$ cat src/rtl/pll_md_sequencer.sv
// pll_md_sequencer: writes a shadow buffer into PLL registers over the dynamic-reconfiguration
// port, reads it back to verify, pulses pll_rst and waits for lock.
// Ports: mdclk/reset clock and async reset; wr_en/wr_idx/wr_data shadow load (idle only);
// cfg_addr/cfg_len/start sequence request; mdopc/mdainc/mdwdi/mdrdo reconfiguration bus;
// pll_rst/pll_lock PLL control; busy/done/err/locked status.
module pll_md_sequencer #(
    parameter int RST_CYCLES   = 16,
    parameter int LOCK_TIMEOUT = 65535
) (
    input  logic       mdclk,
    input  logic       reset,
    input  logic       wr_en,
    input  logic [2:0] wr_idx,
    input  logic [7:0] wr_data,
    input  logic [7:0] cfg_addr,
    input  logic [3:0] cfg_len,
    input  logic       start,
    output logic [1:0] mdopc,
    output logic       mdainc,
    output logic [7:0] mdwdi,
    input  logic [7:0] mdrdo,
    output logic       pll_rst,
    input  logic       pll_lock,
    output logic       busy,
    output logic       done,
    output logic [1:0] err,
    output logic       locked
);
    localparam logic [3:0] S_IDLE   = 4'd0;
    localparam logic [3:0] S_SET_WA = 4'd1;
    localparam logic [3:0] S_WRITE  = 4'd2;
    localparam logic [3:0] S_SET_RA = 4'd3;
    localparam logic [3:0] S_READ   = 4'd4;
    localparam logic [3:0] S_CMP    = 4'd5;
    localparam logic [3:0] S_PRST   = 4'd6;
    localparam logic [3:0] S_WLOCK  = 4'd7;
    localparam logic [3:0] S_DONE   = 4'd8;

    logic [3:0]  r_state;
    logic [1:0]  r_sync;
    logic [7:0]  r_shadow [8];
    logic [7:0]  r_addr;
    logic [3:0]  r_len;
    logic [2:0]  r_idx;
    logic [15:0] r_cnt;
    logic [1:0]  r_err;
    logic [3:0]  w_len;
    logic        w_last;

    assign w_len  = (cfg_len > 4'd8) ? 4'd8 : cfg_len;
    assign w_last = ({1'b0, r_idx} == r_len - 4'd1);

    always_ff @(posedge mdclk or posedge reset) begin
        if (reset) begin
            r_state <= S_IDLE;
            r_sync  <= 2'b00;
            r_addr  <= 8'd0;
            r_len   <= 4'd0;
            r_idx   <= 3'd0;
            r_cnt   <= 16'd0;
            r_err   <= 2'b00;
            for (int i = 0; i < 8; i++) r_shadow[i] <= 8'd0;
        end else begin
            r_sync <= {r_sync[0], pll_lock};
            if (wr_en && r_state == S_IDLE) r_shadow[wr_idx] <= wr_data;
            case (r_state)
                S_IDLE: if (start) begin
                    r_addr  <= cfg_addr;
                    r_len   <= w_len;
                    r_err   <= 2'b00;
                    r_idx   <= 3'd0;
                    r_cnt   <= 16'd0;
                    r_state <= (w_len == 4'd0) ? S_PRST : S_SET_WA;
                end
                S_SET_WA: r_state <= S_WRITE;
                S_WRITE: begin
                    r_idx <= w_last ? 3'd0 : r_idx + 3'd1;
                    if (w_last) r_state <= S_SET_RA;
                end
                S_SET_RA: r_state <= S_READ;
                S_READ:   r_state <= S_CMP;
                S_CMP: if (mdrdo != r_shadow[r_idx]) begin
                    r_err[0] <= 1'b1;
                    r_state  <= S_DONE;
                end else if (w_last) begin
                    r_cnt   <= 16'd0;
                    r_state <= S_PRST;
                end else begin
                    r_idx   <= r_idx + 3'd1;
                    r_state <= S_READ;
                end
                S_PRST: if (r_cnt == 16'(RST_CYCLES - 1)) begin
                    r_cnt   <= 16'd0;
                    r_state <= S_WLOCK;
                end else r_cnt <= r_cnt + 16'd1;
                // lock is checked before the timeout so a same-cycle lock wins
                S_WLOCK: if (r_sync[1]) r_state <= S_DONE;
                else if (r_cnt == 16'(LOCK_TIMEOUT - 1)) begin
                    r_err[1] <= 1'b1;
                    r_state  <= S_DONE;
                end else r_cnt <= r_cnt + 16'd1;
                default: r_state <= S_IDLE;
            endcase
        end
    end

    // outputs decode from state only, so reset clears the bus without waiting for a clock
    always_comb begin
        mdopc   = (r_state == S_SET_WA || r_state == S_SET_RA) ? 2'b01 :
                  (r_state == S_WRITE) ? 2'b10 : (r_state == S_READ) ? 2'b11 : 2'b00;
        mdainc  = (r_state == S_WRITE || r_state == S_READ);
        mdwdi   = (r_state == S_SET_WA || r_state == S_SET_RA) ? r_addr :
                  (r_state == S_WRITE) ? r_shadow[r_idx] : 8'd0;
        pll_rst = (r_state == S_PRST);
        busy    = (r_state != S_IDLE);
        done    = (r_state == S_DONE);
        err     = r_err;
        locked  = r_sync[1] & (r_state == S_IDLE);
    end
endmodule
$ cat config.mk
export PLATFORM = sky130hd
export DESIGN_NAME = pll_md_sequencer
export DESIGN_NICKNAME = d
export VERILOG_FILES = /design/src/rtl/pll_md_sequencer.sv
export SDC_FILE = /design/constraint.sdc
export NUM_CORES = 1
export LEC_CHECK = 0
export CORE_MARGIN = 2
export CORE_UTILIZATION = 45
export DETAILED_ROUTE_END_ITERATION = 16
export GPL_TIMING_DRIVEN = 0
export PLACE_DENSITY = 0.64
export SLEW_MARGIN = 0
export SYNTH_ARGS = -nofsm -noshare
export SYNTH_HDL_FRONTEND = slang
export SYNTH_SLANG_ARGS = --single-unit
export TNS_END_PERCENT = 100
$ cat constraint.sdc
create_clock -name mdclk -period 10.6 [get_ports mdclk]
set_input_delay 3.18 -clock mdclk [delete_from_list [all_inputs] [get_ports mdclk]]
set_output_delay 3.18 -clock mdclk [all_outputs]
set_load 0.02 [all_outputs]
==> out/results.txt <==
The run finished with clean final reports. Before CTS, the worst setup slack after placement is 5.01 ns. The number of failing setup endpoints in the final timing report was 0; the overall die width was 114 µm. From synthesis to final layout, the design area changed by 18.2%. Counting every net in the synthesized netlist gives 520. Entering global routing, the biggest net connects 77 pins.

The count of H-tree levels built during CTS came out at 3. The repair_antennas step left the layout with diodes totalling 0. The per-cell via count in the routed design works out to 5.68.

Input and output buffers added on the ports amount to 50. Of all nets on the critical path, the largest fanout is 10. The detail route stage leaves a number of antenna-violating nets equal to 0. Summing the sequential cell areas from Yosys gives 47.6% of the chip area.

The tightest min-delay check is of the reg -> reg type. The tools report the fmax as 167 MHz. For the worst flop-to-flop path, the logic depth is 10. The post-synthesis instance area is 5420 µm². After synthesis the netlist holds a flip-flop and latch count of 103.

Counting every instance in the synthesized netlist gives 480. Setup repair after global routing left no endpoint under its margin. For the pin with the worst max-slew slack, the measured transition is 0.905 ns. During synthesis, Yosys emitted a total of 0 warnings. The category of the worst setup path capture point is an output pin. The run gives 0.351 ns as the minimum hold slack.

Post-CTS repair changed the size of 0 cells. The CTS clock-pin slew for the worst setup and hold paths was 0.07 ns; the worst setup skew after layout was 0.00625 ns. The critical path in this run is classified as reg -> out.

In this run the clock root is driven by a clkbuf_16. For this run, asynchronously set or reset flops after synthesis account for 100%. The worst setup path is launched from a flop. For this run, design rule violations remaining after detail routing come to 0.

Before antenna repair, the detailed router went through 4 iterations. The share of the clock period used by the worst path is 56.4%. The power density normalized to cell area is 279 nW/µm². The placeable core region came out at 11,900 µm². The worst setup path startpoint was r_idx[2]. Traced cell by cell, the critical path runs through buf_2 -> clkbuf_1 -> mux4_1 -> mux2i_1 -> o21ai_0 -> clkdlybuf4s50_1.

The initial utilization of the core area, before any placement, comes to 45.7%. The vertical die dimension was 114 µm; the final worst slack was 4.63 ns. For the wire length of the first global-routing pass, the log shows 20.7 mm. The endpoint required time on the critical path was 7.42 ns; the worst hold path depth was 0.

For the remaining global-route overflow, the log shows 0. The tools report the deepest clock path buffer count as 2. The detailed router finished its first iteration with 269 violations. The total die area is 12,900 µm², and the post-cts hold buffer count is 0. The final route contains 3,939 vias. For this block, the routed nets add up to 12.5 mm of wire.

The number of enable flip-flop cells after synthesis is 0, and the total power is 1.79 mW. Post-detailed-placement half-perimeter wirelength: 8.96 mm. Row generation in the floorplan step produced 40 rows.

Synthesis instantiated 50 different standard cells from the library. After filler insertion, the fill cell instance count of the layout stands at 1,069. For the leakage component of the power, the log shows 2.68 nW. For the worst setup path, the data arrival time is 2.79 ns.

Across the run, the number of max-cap violations was 0. The worst hold path begins at r_sync[0]. The critical-path cell with the highest stage delay was clkdlybuf4s50_1. The initial antenna violation count came out at 0. In this run the count of I/O pins placed on the die edge is 53. Leading register cell type out of synthesis: dfrtp_1. The logs give 20.5% for the total routing usage reported by global routing and 9 for the number of buffers inserted during clock tree synthesis.

The post-route netlist has 25.4% of its cells at a drive strength greater than 1. The weighted congestion reported at the end of routability-driven placement was 0.843; the time the worst path needs with I/O delays and setup was 5.97 ns. The run gives 583 as the post-layout net count.

Each instance of the synthesized netlist takes up on average 11.3 µm². The worst relative slew slack was 39.2%. The final number of max-transition violations is 0. The via count of the first global-routing pass was 3,940; the final total negative setup slack was 0 ns. For the buffer count from post-CTS setup fixing, the log shows 0. At the later pin of the worst-skew pair, clock insertion delay measures 0.35 ns.

Number of endpoints with negative hold slack in the final report: 0. The per-cell routed wire length was 18.1 µm; the count of clock tree sinks was 103. TritonCTS built the clock tree.

In this design, the stage delay of the slowest critical-path cell is 0.56 ns. In this run the critical register-to-register path is launched from r_idx[2]. Across the VDD grid, the largest voltage drop is 0.0933 mV.
==> kinds of logic after synthesis <==
family	synth area share (%)
compound gates	10.6
xor+xnor	1.13
simple gates	12.8
flops	47.6
fa+ha+maj	0.924
mux	22.9
buf+inv	4.02
==> cells in the final DEF, fill, tap and decap left out, drive strengths merged, types with 8 or more instances in the layout <==
cell             n
nand2           33
clkdlybuf4s50   50
nand2b           9
a31oi           16
o22ai           10
a21oi            8
clkbuf          23
nor2            15
mux2            92
o21ai           32
dfrtp          103
inv             25
nor3            26
buf             10
==> per-layer routing <==
layer / vias up / routed length, µm / track usage [%]
li1: 1875 / - / -
met1: 1959 / 5930 / 29.1
met2: 95 / 5820 / 32.8
met3: 10 / 644 / 4.09
met4: 0 / 142 / 5.12
met5: - / 0 / 0
==> power breakdown <==
| part | leakage [nW] | internal [mW] | total (mW) | switching, mW |
|---|---|---|---|---|
| registers | 1.33 | 0.554 | 0.664 | 0.111 |
| clock network | 0.131 | 0.163 | 0.304 | 0.141 |
| logic | 1.22 | 0.398 | 0.819 | 0.421 |
==> cells in the mapped netlist (all sizes together) (2+ instances only) <==
cell type	n	area, µm²
dfrtp	103	2580
nand2	33	124
and3	5	33.8
o21ai	32	194
ha	4	50.1
nor2	15	56.3
o21a	4	30.0
mux4	6	143
nand3b	6	45.0
nand3	7	35.0
nor4b	2	17.5
a21oi	8	43.8
and2	3	18.8
mux2i	6	63.8
o31ai	7	52.6
nor4	6	37.5
xnor2	7	61.3
or2	2	12.5
nand2b	9	56.3
clkbuf	12	45.0
or3	7	43.8
buf	8	78.8
or4	3	22.5
nand4	6	37.5
inv	25	93.8
nor3	26	130
o22ai	10	68.8
a31oi	16	100
mux2	92	1040
==> sequential cells by signal, indices dropped and copies added, names as in the netlist <==
name and cells:
r_shadow 64, r_cnt 16, r_addr 8, r_len 4
r_state 4, r_idx 3, err 2, r_sync 2
==> per-stage QoR <==
stage / instances / area (µm²) / util [%]
finish: 694 / 6400 / 54.0
global route: 694 / 6400 / 54.0
CTS: 694 / 6400 / 54.0
detailed placement: 679 / 6140 / 51.7
global placement: 677 / 6100 / 51.4
floorplan: 480 / 5420 / -
==> path summary, 6_finish.rpt <==
check	end	slack, ns
min in group asynchronous	r_shadow[37]	3.17
hold reg to reg	r_sync[1]	0.35
max in group asynchronous	r_shadow[27]	6.74
setup / recovery	mdwdi[7]	4.63
setup reg to reg	r_cnt[0]	7.33
hold / removal	r_sync[1]	0.35
==> area by class of cell <==
| cell class | instances | area (µm²) | share of cell area [%] |
|---|---|---|---|
| plain buffers | 20 | 124 | 1.94 |
| clock buffers | 11 | 243 | 3.79 |
| clock inverters | 4 | 22.5 | 0.352 |
| inverters | 25 | 96.3 | 1.51 |
| multi-input cells | 332 | 2620 | 40.9 |
| flip-flops and latches | 103 | 2580 | 40.3 |
| well taps | 147 | 184 | 2.87 |
| repair buffers | 52 | 533 | 8.33 |
==> worst max-delay path: cells and delay by family, from the launching register on <==
| family | cells | cell delay (ns) |
|---|---|---|
| AOI/OAI and AO/OA | 1 | 0.15 |
| buffers and inverters | 3 | 1.22 |
| DFF | 1 | 0.32 |
| muxes | 2 | 0.76 |
Note: power is estimated with default switching activity, not from simulation.
